===== config.mk =====
export PLATFORM = sky130hd
export DESIGN_NAME = c499_key_loader
export DESIGN_NICKNAME = d
export VERILOG_FILES = /design/src/rtl/c499_key_pkg.sv /design/src/rtl/c499_key_loader.sv
export SDC_FILE = /design/constraint.sdc
export NUM_CORES = 1
export LEC_CHECK = 0
export ABC_AREA = 1
export BUFFER_PORTS_ARGS = -buffer_cell sky130_fd_sc_hd__buf_2
export CAP_MARGIN = 0
export CORE_MARGIN = 2
export CORE_UTILIZATION = 45
export CTS_CLUSTER_DIAMETER = 30
export DETAILED_ROUTE_END_ITERATION = 10
export PLACE_DENSITY = 0.72
export SKIP_LAST_GASP = 1
export SYNTH_ARGS = -nofsm -noshare
export SYNTH_HDL_FRONTEND = slang
export SYNTH_SLANG_ARGS = --single-unit
export TNS_END_PERCENT = 1

===== constraint.sdc =====
create_clock -name clk -period 2.3 [get_ports clk]
set_input_delay 0.115 -clock clk [delete_from_list [all_inputs] [get_ports clk]]
set_output_delay 0.115 -clock clk [all_outputs]
set_load 0.01 [all_outputs]

===== src/rtl/c499_key_pkg.sv =====
// Shared types and constants for the C499 serial key loader.
package c499_key_pkg;

  localparam int C499_KEY_W       = 27;
  localparam int C499_KEY_TIMEOUT = 255;

  typedef enum logic [2:0] {
    ST_IDLE  = 3'd0,
    ST_SHIFT = 3'd1,
    ST_CHECK = 3'd2,
    ST_DONE  = 3'd3,
    ST_ERR   = 3'd4
  } key_state_t;

endpackage


===== src/rtl/c499_key_loader.sv =====
// Serial key loader: shifts KEY_W key bits plus an even-parity bit, verifies
// them and presents a held key to the C499 core only after a clean load.
module c499_key_loader
  import c499_key_pkg::*;
#(
  parameter int KEY_W   = C499_KEY_W,
  parameter int TIMEOUT = C499_KEY_TIMEOUT
) (
  input  logic             clk,
  input  logic             rst_n,
  input  logic             key_load,
  input  logic             key_clear,
  input  logic             key_sdi,
  input  logic             key_sdi_valid,
  output logic [KEY_W-1:0] keyinput,
  output logic             key_valid,
  output logic             key_err,
  output logic             busy
);

  localparam int CNT_W = $clog2(KEY_W + 1);
  localparam int TMO_W = $clog2(TIMEOUT + 1);
  localparam logic [CNT_W-1:0] BIT_LAST = CNT_W'(KEY_W);
  localparam logic [TMO_W-1:0] TMO_MAX  = TMO_W'(TIMEOUT);

  key_state_t       state_q,  state_d;
  logic [KEY_W-1:0] shadow_q, shadow_d;
  logic [KEY_W-1:0] key_q,    key_d;
  logic [CNT_W-1:0] bcnt_q,   bcnt_d;
  logic [TMO_W-1:0] tcnt_q,   tcnt_d;
  logic             par_q,    par_d;
  logic             kval_q,   kval_d;
  logic             kerr_q,   kerr_d;

  always_comb begin
    state_d  = state_q;
    shadow_d = shadow_q;
    key_d    = key_q;
    bcnt_d   = bcnt_q;
    tcnt_d   = tcnt_q;
    par_d    = par_q;
    kval_d   = kval_q;
    kerr_d   = kerr_q;

    if (key_clear) begin
      state_d  = ST_IDLE;
      shadow_d = '0;
      key_d    = '0;
      bcnt_d   = '0;
      tcnt_d   = '0;
      par_d    = 1'b0;
      kval_d   = 1'b0;
      kerr_d   = 1'b0;
    end else if (key_load && state_q != ST_CHECK) begin
      // The committed key stays on the bus until the new load verifies.
      state_d  = ST_SHIFT;
      shadow_d = '0;
      bcnt_d   = '0;
      tcnt_d   = '0;
      par_d    = 1'b0;
      kval_d   = 1'b0;
      kerr_d   = 1'b0;
    end else begin
      case (state_q)
        ST_SHIFT: begin
          if (key_sdi_valid) begin
            tcnt_d = '0;
            if (bcnt_q == BIT_LAST) begin
              par_d   = key_sdi;
              state_d = ST_CHECK;
            end else begin
              shadow_d = {shadow_q[KEY_W-2:0], key_sdi};
              bcnt_d   = bcnt_q + CNT_W'(1);
            end
          end else begin
            tcnt_d = tcnt_q + TMO_W'(1);
            if (tcnt_d == TMO_MAX) begin
              state_d = ST_ERR;
              key_d   = '0;
              kval_d  = 1'b0;
              kerr_d  = 1'b1;
            end
          end
        end
        ST_CHECK: begin
          if (^shadow_q ^ par_q) begin
            state_d = ST_ERR;
            key_d   = '0;
            kval_d  = 1'b0;
            kerr_d  = 1'b1;
          end else begin
            state_d = ST_DONE;
            key_d   = shadow_q;
            kval_d  = 1'b1;
          end
        end
        ST_IDLE, ST_DONE, ST_ERR: ;
        default: state_d = ST_IDLE;
      endcase
    end
  end

  always_ff @(posedge clk or negedge rst_n) begin
    if (!rst_n) begin
      state_q  <= ST_IDLE;
      shadow_q <= '0;
      key_q    <= '0;
      bcnt_q   <= '0;
      tcnt_q   <= '0;
      par_q    <= 1'b0;
      kval_q   <= 1'b0;
      kerr_q   <= 1'b0;
    end else begin
      state_q  <= state_d;
      shadow_q <= shadow_d;
      key_q    <= key_d;
      bcnt_q   <= bcnt_d;
      tcnt_q   <= tcnt_d;
      par_q    <= par_d;
      kval_q   <= kval_d;
      kerr_q   <= kerr_d;
    end
  end

  assign keyinput  = key_q;
  assign key_valid = kval_q;
  assign key_err   = kerr_q;
  assign busy      = (state_q == ST_SHIFT) || (state_q == ST_CHECK);

endmodule


# After elaboration in Yosys (flattened, before gate mapping)
# Cells that the tools add are included.
# Widths: inputs -> output; s select.
[totals] reg_bits=73 input_bits=6 out_inout_bits=30 wordCells=88
[classes] n_addsub=2 n_eq_ne=17 muxes=44 bitwise_logic=1 n_reduce_logical=16
[op_table] operator="$mux 27" n=10
[op_table] operator="$pmux 27 s2" n=1
[op_table] operator="$mux 8" n=4
[op_table] operator="$reduce_xor 27->1" n=1
[op_table] operator="$mux 5" n=5
[op_table] operator="$mux 3" n=6
[op_table] operator="$mux 1" n=15
[op_table] operator="$ne 3x3->1 const B" n=4
[op_table] operator="$ne 4x4->1 const B" n=3
[op_table] operator="$reduce_and 3->1" n=4
[op_table] operator="$reduce_bool 3->1" n=4
[op_table] operator="$ne 5x5->1 const B" n=2
[op_table] operator="$pmux 3 s3" n=1
[op_table] operator="$add 8x1->8 const B" n=1
[op_table] operator="$eq 8x8->1 const B" n=1
[op_table] operator="$reduce_and 4->1" n=2
[op_table] operator="$eq 3x2->1 const B" n=2
[op_table] operator="$add 5x1->5 const B" n=1
[op_table] operator="$eq 5x5->1 const B" n=1
[op_table] operator="$pmux 1 s2" n=2
[op_table] operator="$reduce_bool 4->1" n=1
[op_table] operator="$eq 3x1->1 const B" n=1
[op_table] operator="$eq 3x3->1 const B" n=1
[op_table] operator="$logic_not 3->1" n=1
[op_table] operator="other kinds (6)" n=6

# Logic depth before layout (Yosys ltp)
# Gate-level depths: netlist of run 1.
[depth] ltp_word=7 depth_mapped=17 depth_no_buf=16

# Worst setup path after synthesis of run 1
# OpenSTA, ideal clock, no wires.
[synth_path] path_kind="register to register" startpoint="register tcnt_q[1]" endpoint="register key_q[17] (netlist: keyinput[17])" setup_time_ns=0.120 t_arrival_ns=1.641 required_ns=2.180 path_slack_ns=0.539 path_stages_with_launch=12 path_buffers=2 synth_period_minus_slack_ns=1.761 path_cell_list="dfrtp_1 ha_1 nand3_1 nor3_2 xor2_1 nor2_2 nand3_2 a21o_1 buf_6 buf_8 nand3_1 o21ai_2"
[synth_between] elab_chain_cells=4
[synth_lines] element="from (decl)" line="c499_key_loader.sv:30" text="logic [TMO_W-1:0] tcnt_q, tcnt_d;"
[synth_lines] element="from (signal assigned)" line="c499_key_loader.sv:118" text="tcnt_q <= tcnt_d;"
[synth_lines] element="$add 8x1->8" line="c499_key_loader.sv:76" text="tcnt_d = tcnt_q + TMO_W'(1);"
[synth_lines] element="$eq 8x8->1" line="c499_key_loader.sv:77" text="if (tcnt_d == TMO_MAX) begin"
[synth_lines] element="$ne 3x3->1 (no line)"
[synth_lines] element="$reduce_and 4->1 (no line)"
[synth_lines] element="to (signal assigned)" line="c499_key_loader.sv:116" text="key_q <= key_d;"
[synth_lines] element="to (decl)" line="c499_key_loader.sv:28" text="logic [KEY_W-1:0] key_q, key_d;"
# No other way between the ends.
# A chain may end at the register's enable or synchronous reset.

# Worst setup path in the final report of run 1
[layout_path] startpoint="register bcnt_q[0]" endpoint="register bcnt_q[2]"
[layout_between] elab_chain_cells=6 word_cells_on_any_way=9 cone_classes="1 x add/sub; 2 x eq/ne; 5 x mux; 1 x reduce/logical"
[layout_lines] element="from (decl)" line="c499_key_loader.sv:29" text="logic [CNT_W-1:0] bcnt_q, bcnt_d;"
[layout_lines] element="from (signal assigned)" line="c499_key_loader.sv:117" text="bcnt_q <= bcnt_d;"
[layout_lines] element="$add 5x1->5" line="c499_key_loader.sv:73" text="bcnt_d = bcnt_q + CNT_W'(1);"
[layout_lines] element="$mux 5" line="c499_key_loader.sv:68" text="if (bcnt_q == BIT_LAST) begin"
[layout_lines] element="$mux 5" line="c499_key_loader.sv:66" text="if (key_sdi_valid) begin"
[layout_lines] element="$mux 5" line="c499_key_loader.sv:64" text="case (state_q)"
[layout_lines] element="$mux 5" line="c499_key_loader.sv:54" text="end else if (key_load && state_q != ST_CHECK) begin"
[layout_lines] element="$mux 5" line="c499_key_loader.sv:45" text="if (key_clear) begin"
# Parallel ways exist; a longest one is shown, timed or not. The select of a mux whose other input is x is not followed.

==> results of run 1 <==
layout make-up:
| type | count | share of cell area [%] |
|---|---|---|
| Timing Repair Buffer | 42 | 6.05 |
| Inverter | 59 | 5.25 |
| Tap cell | 105 | 3.11 |
| Multi-Input combinational cell | 308 | 37.3 |
| Sequential cell | 73 | 43.3 |
| Clock buffer | 14 | 4.09 |
| Clock inverter | 2 | 0.831 |
critical path: stages, from the launching register on:
cell	delay, ns
sky130_fd_sc_hd__dfrtp_1	0.38
sky130_fd_sc_hd__ha_1	0.18
sky130_fd_sc_hd__inv_1	0.06
sky130_fd_sc_hd__nor4_1	0.41
sky130_fd_sc_hd__nor2_2	0.12
sky130_fd_sc_hd__nor2_1	0.22
sky130_fd_sc_hd__inv_2	0.26
sky130_fd_sc_hd__a21oi_1	0.22
sky130_fd_sc_hd__nor3_1	0.07
cells in the final DEF (no fill, tap or decap), drive strengths merged:
master / Yosys / layout
clkbuf: 3 / 14
o21ai: 38 / 38
nor4: 1 / 1
xnor2: 4 / 4
nand4: 1 / 1
nor3b: 2 / 2
dlygate4sd3: 0 / 1
a21oi: 6 / 6
nor2: 15 / 15
buf: 11 / 41
nand2: 146 / 146
a21o: 1 / 1
dfrtp: 73 / 73
bufinv: 0 / 1
ha: 3 / 3
inv: 59 / 59
nor3: 5 / 5
o22ai: 30 / 30
clkinv: 0 / 1
nand3: 50 / 50
xor2: 6 / 6
cells by family after synthesis:
| kind of cell | Yosys count | share of synthesized area, % |
|---|---|---|
| adders and majority gates | 3 | 1.01 |
| DFF | 73 | 48.9 |
| xor gates and xnor gates | 10 | 2.34 |
| AOI/OAI and AO/OA | 75 | 12.1 |
| buffers and inverters | 73 | 8.91 |
| and+or+nand+nor | 220 | 26.7 |
path summary, 6_finish.rpt:
kind	start	to	slack [ns]	cells after the start
max in group asynchronous	rst_n	shadow_q[15]	1.16	3
setup reg to reg	bcnt_q[0]	bcnt_q[2]	0.28	8
hold reg to reg	key_err	key_err	0.50	2
hold / removal	key_sdi	par_q	0.01	3
min in group asynchronous	rst_n	keyinput[9]	0.37	2
setup / recovery	bcnt_q[0]	bcnt_q[2]	0.28	8
registers in the layout, summed over array words and instances, names as in the netlist:
| name | count |
|---|---|
| shadow_q | 27 |
| keyinput | 27 |
| tcnt_q | 8 |
| bcnt_q | 5 |
| key_valid | 1 |
| par_q | 1 |
| state_q | 3 |
| key_err | 1 |
what timing repair did:
item / CTS / global route
endpoints found under the hold margin: 32 / 0
hold buffers: 1 / 0
gates resized for setup: 0 / 0
power by group:
group / leakage, nW / total (mW) / internal [mW] / switching, mW
Sequential: 1.02 / 1.29 / 1.29 / 0.00401
Combinational: 0.991 / 0.130 / 0.0314 / 0.0982
Clock: 0.107 / 1.06 / 0.590 / 0.470
Total: 2.11 / 2.48 / 1.91 / 0.572
metrics by stage:
step / util (%) / hold WS, ns / total power, mW / setup WS, ns / area (sq um)
finish: 51.9 / 0.0148 / 2.48 / 0.281 / 4220
global route: 51.9 / 0.0335 / 2.57 / 0.0805 / 4220
CTS: 51.9 / 0.00507 / 2.50 / 0.267 / 4220
detailed placement: 49.2 / 0.234 / 1.45 / 0.285 / 4000
global placement: 49.2 / 0.222 / 1.45 / 0.334 / 4000
floorplan: - / -0.181 / 1.39 / 0.539 / 3730
synth_stat cells (all sizes together), types with 2 or more instances:
master,instances
dfrtp,73
xnor2,4
o21ai,38
nor3,5
nor3b,2
xor2,6
o22ai,30
inv,59
nand2,146
nor2,15
a21oi,6
buf,11
nand3,50
ha,3
clkbuf,3
metal layers:
layer	track usage (%)	vias to the layer above	share of wire, %
li1	-	1552	-
met1	24.3	1440	46
met2	31.2	75	47
met3	2.69	9	5.1
met4	9.42	0	1.4
met5	0	-	0
==> flow_summary.yaml, run 1 <==
global_route:
  grt.total_usage_pct: 18.9
  overflow: 0
  first_global_vias: 3010
  grt_pass1_wl_um: 13300
  grt_antenna_before_repair: 0
  pin_count_of_the_biggest_net_entering_global_routing: 35
route:
  vias: 3076
  detail-route-antenna-nets: 0
  route.detailed.drc: 0
  detail_route.iter0.violations: 107
  routedWlPerCell_um: 12.9
  viasPerCell: 5.10
  route.final.wire_length_um: 7790
  drtPass1Iterations: 4
cts:
  clkTransAtPathRegs_ns: 0.07
  cts_buffer_depth: 2
  clock_tree_from_tritoncts: "built"
  cts_buffers: 9
  clkSinkCount: 73
  clk_latency_ns: 0.35
  ctsRootBufferMaster: "sky130_fd_sc_hd__clkbuf_8"
  ctsHtreeMaxLevel: 3
  post-cts-setup-buffers: 0
pwr:
  power.ir.vdd_worst_v: 0.000320
  leakage_nw: 2.11
  power_density_mw_per_mm2: 589
timing:
  hold_viol: 0
  final_max_slew_viol_count: 0
  fin_setup_tns_ns: 0
  timing_worst_slew_pin_value_ns: 0.769
  setup_viol: 0
  maxSlewHeadroom_pct: 48.7
  fin_crit_sh_pct: 87.8
  grt_setup_unrepaired: "false"
  finalCriticalPeriod_ns: 2.02
  max_freq_mhz: 495
  timing.clock.skew_ns: 0.00705
logic_synthesis:
  postSynthRegisterBits: 73
  seq_area_frac_synth_pct: 48.9
  postSynth.topFlopCell: "sky130_fd_sc_hd__dfrtp_1"
  netlist.area_leader.share_pct: 48.9
  syn-instance-count: 454
  synth_top_area_cell: "sky130_fd_sc_hd__dfrtp_1"
  yosys-top-cells-area: "sky130_fd_sc_hd__dfrtp_1 49%, sky130_fd_sc_hd__nand2_1 14%, sky130_fd_sc_hd__inv_1 5.7%"
  area_of_the_mapped_netlist_sq_mm: 0.00373
  syn_avg_cell_area_sq_um: 8.23
  post_synth_num_cell_types: 30
  synth_fp_nets: 463
  synth_async_sr_flop_share_pct: 100
  edff_count_synth: 0
  yosys_warnings: 0
final_layout:
  nets: 502
  drive_above_1_share_pct: 17.7
  fill_cells: 764
  finish.cell_count_without_fillers: 603
  area_growth_syn_to_layout_pct: 12.9
  antennaDiodeCount: 0
  sequential_cell_area_sq_mm: 0.00183
  multi_input_logic_area_sq_mm: 0.00158
worst_hold_path:
  min_path_type: "input pin to flip-flop"
outcome:
  run_status: "complete, no violations"
die:
  fp-row-count: 33
  die_height_um: 95.1
  die_w_um: 95.1
  core_sq_mm: 0.00813
  io_pins: 36
  design.die.area_sq_mm: 0.00904
  floorplan.initialDensity_pct: 45.9
setup_path:
  worst_setup_path_end_kind: "flip-flop"
  crit_arrival_ns: 2.25
  setup.worst_path.class: "flip-flop to flip-flop"
  crit_required_ns: 2.53
  worstSetupStartpointType: "flip-flop"
  worst-path-max-fanout: 28
placed_design:
  hpwlAfterDp_um: 5430
  dpl.cell_count: 586
  globalplace.congestion: 0.793
  port-buffer-count: 35
flow_run:
  drv_cap: 0
Note: power is estimated with default switching activity, not from simulation.
==> run 2, diff against run 1 <==
--- a/config.mk
+++ b/config.mk
@@ -12,7 +12,7 @@
 export CORE_UTILIZATION = 45
 export CTS_CLUSTER_DIAMETER = 30
 export DETAILED_ROUTE_END_ITERATION = 10
-export PLACE_DENSITY = 0.72
+export PLACE_DENSITY = 0.65
 export SKIP_LAST_GASP = 1
 export SYNTH_ARGS = -nofsm -noshare
 export SYNTH_HDL_FRONTEND = slang
==> flow_summary.yaml, run 2 (synthesis gave the netlist of run 1 again) <==
outcome:
  run_status: "complete, no violations"
timing:
  finalCriticalPeriod_ns: 2.00
  maxSlewHeadroom_pct: 66.4
  timing.clock.skew_ns: 0.0155
  grt_setup_unrepaired: "false"
  fin_crit_sh_pct: 86.9
  final_max_slew_viol_count: 0
  max_freq_mhz: 500
  hold_viol: 0
  fin_setup_tns_ns: 0
  setup_viol: 0
  timing_worst_slew_pin_value_ns: 0.499
flow_run:
  drv_cap: 0
route:
  vias: 3104
  drtPass1Iterations: 4
  detail_route.iter0.violations: 165
  routedWlPerCell_um: 12.7
  route.detailed.drc: 0
  detail-route-antenna-nets: 0
  viasPerCell: 5.13
  route.final.wire_length_um: 7710
die:
  design.die.area_sq_mm: 0.00904
  die_w_um: 95.1
  io_pins: 36
  core_sq_mm: 0.00813
  floorplan.initialDensity_pct: 45.9
  die_height_um: 95.1
  fp-row-count: 33
cts:
  clk_latency_ns: 0.35
  ctsHtreeMaxLevel: 3
  clkTransAtPathRegs_ns: 0.08
  post-cts-setup-buffers: 0
  clkSinkCount: 73
  cts_buffers: 9
  ctsRootBufferMaster: "sky130_fd_sc_hd__clkbuf_8"
  clock_tree_from_tritoncts: "built"
  cts_buffer_depth: 2
placed_design:
  globalplace.congestion: 0.837
  hpwlAfterDp_um: 5450
  dpl-instance-area_sq_mm: 0.00400
  port-buffer-count: 35
setup_path:
  worst_setup_path_end_kind: "flip-flop"
  crit_required_ns: 2.53
  setup.worst_path.class: "flip-flop to flip-flop"
  worst-path-max-fanout: 28
  crit_arrival_ns: 2.23
  worstSetupStartpointType: "flip-flop"
pwr:
  leakage_nw: 2.14
  power_density_mw_per_mm2: 633
  power.ir.vdd_worst_v: 0.000511
  totalPowerFinal_mw: 2.71
worst_hold_path:
  min_path_type: "input pin to flip-flop"
final_layout:
  nets: 504
  fin_area_sq_mm: 0.00428
  antennaDiodeCount: 0
  area_growth_syn_to_layout_pct: 14.7
  final_util_pct: 52.7
  drive_above_1_share_pct: 18.4
  commonest_non_fill_non_tap_cell_in_the_layout: "sky130_fd_sc_hd__nand2_1"
  layout.cells.most_common_list: "144 x sky130_fd_sc_hd__nand2_1, 73 x sky130_fd_sc_hd__dfrtp_1, 57 x sky130_fd_sc_hd__inv_1"
global_route:
  overflow: 0
  grt_pass1_wl_um: 13400
  grt.total_usage_pct: 19.0
  grt_antenna_before_repair: 0
  first_global_vias: 2961
  pin_count_of_the_biggest_net_entering_global_routing: 33
[run 2: cell count changes in the layout (fill, tap and decap cells not counted), sizes merged]
cell / previous run / this run
buf: 41 / 43
bufinv: 1 / 3
clkbuf: 14 / 12
clkinv: 1 / 0
clkinvlp: 0 / 1
[run 2: worst max-delay path, cell delays in order, from the launching register on]
cell,delay (ns)
sky130_fd_sc_hd__dfrtp_1,0.37
sky130_fd_sc_hd__ha_1,0.17
sky130_fd_sc_hd__inv_1,0.05
sky130_fd_sc_hd__nor4_1,0.47
sky130_fd_sc_hd__nor2_2,0.12
sky130_fd_sc_hd__nor2_1,0.21
sky130_fd_sc_hd__inv_2,0.25
sky130_fd_sc_hd__a21oi_1,0.19
sky130_fd_sc_hd__nor3_1,0.06
[run 2: stage by stage]
step	hold slack [ns]	cells	setup WS, ns
after floorplan	-0.181	454	0.539
after global placement	0.0469	588	0.292
after detailed placement	0.0537	588	0.289
after CTS	0.0000606	605	0.299
after global routing	0.0347	605	0.00261
final	0.0170	605	0.300
[run 2: final cells by class]
cell class / instances / area, sq um
flip-flops and latches: 73 / 1830
well taps: 105 / 131
multi-input cells: 308 / 1580
clock buffers: 12 / 165
clock inverters: 4 / 97.6
repair buffers: 44 / 258
inverters: 59 / 221
fillers: 774 / 3850
[run 2: final timing paths]
check / slack (ns) / startpoint / depth (start not counted) / end
min in group asynchronous: 0.21 / rst_n / 2 / keyinput[13]
min: 0.02 / key_sdi / 3 / par_q
max reg2reg: 0.30 / bcnt_q[0] / 8 / bcnt_q[2]
max in group asynchronous: 1.36 / rst_n / 3 / shadow_q[1]
min reg2reg: 0.49 / key_err / 2 / key_err
max: 0.30 / bcnt_q[0] / 8 / bcnt_q[2]
[run 2: metal layers]
layer / up-vias / share of wire, % / track usage, %
li1: 1565 / - / -
met3: 4 / 4.3 / 5.30
met5: - / 0 / 0
met4: 0 / 0.74 / 5.56
met1: 1491 / 47 / 24.4
met2: 44 / 48 / 31.5
[run 2: repair_timing]
| action | in CTS | in global routing |
|---|---|---|
| hold endpoints to repair | 14 | 0 |
| hold buffers | 1 | 0 |
| setup endpoints to repair | 0 | 2 |
| resized for setup | 0 | 1 |
[run 2: where the power goes]
part           total (mW)  internal, mW  switching (mW)  leakage (nW)
clock network        1.28         0.810           0.475         0.129
registers            1.29          1.29         0.00422          1.02
logic               0.132        0.0325          0.0995         0.994
total                2.71          2.13           0.579          2.14
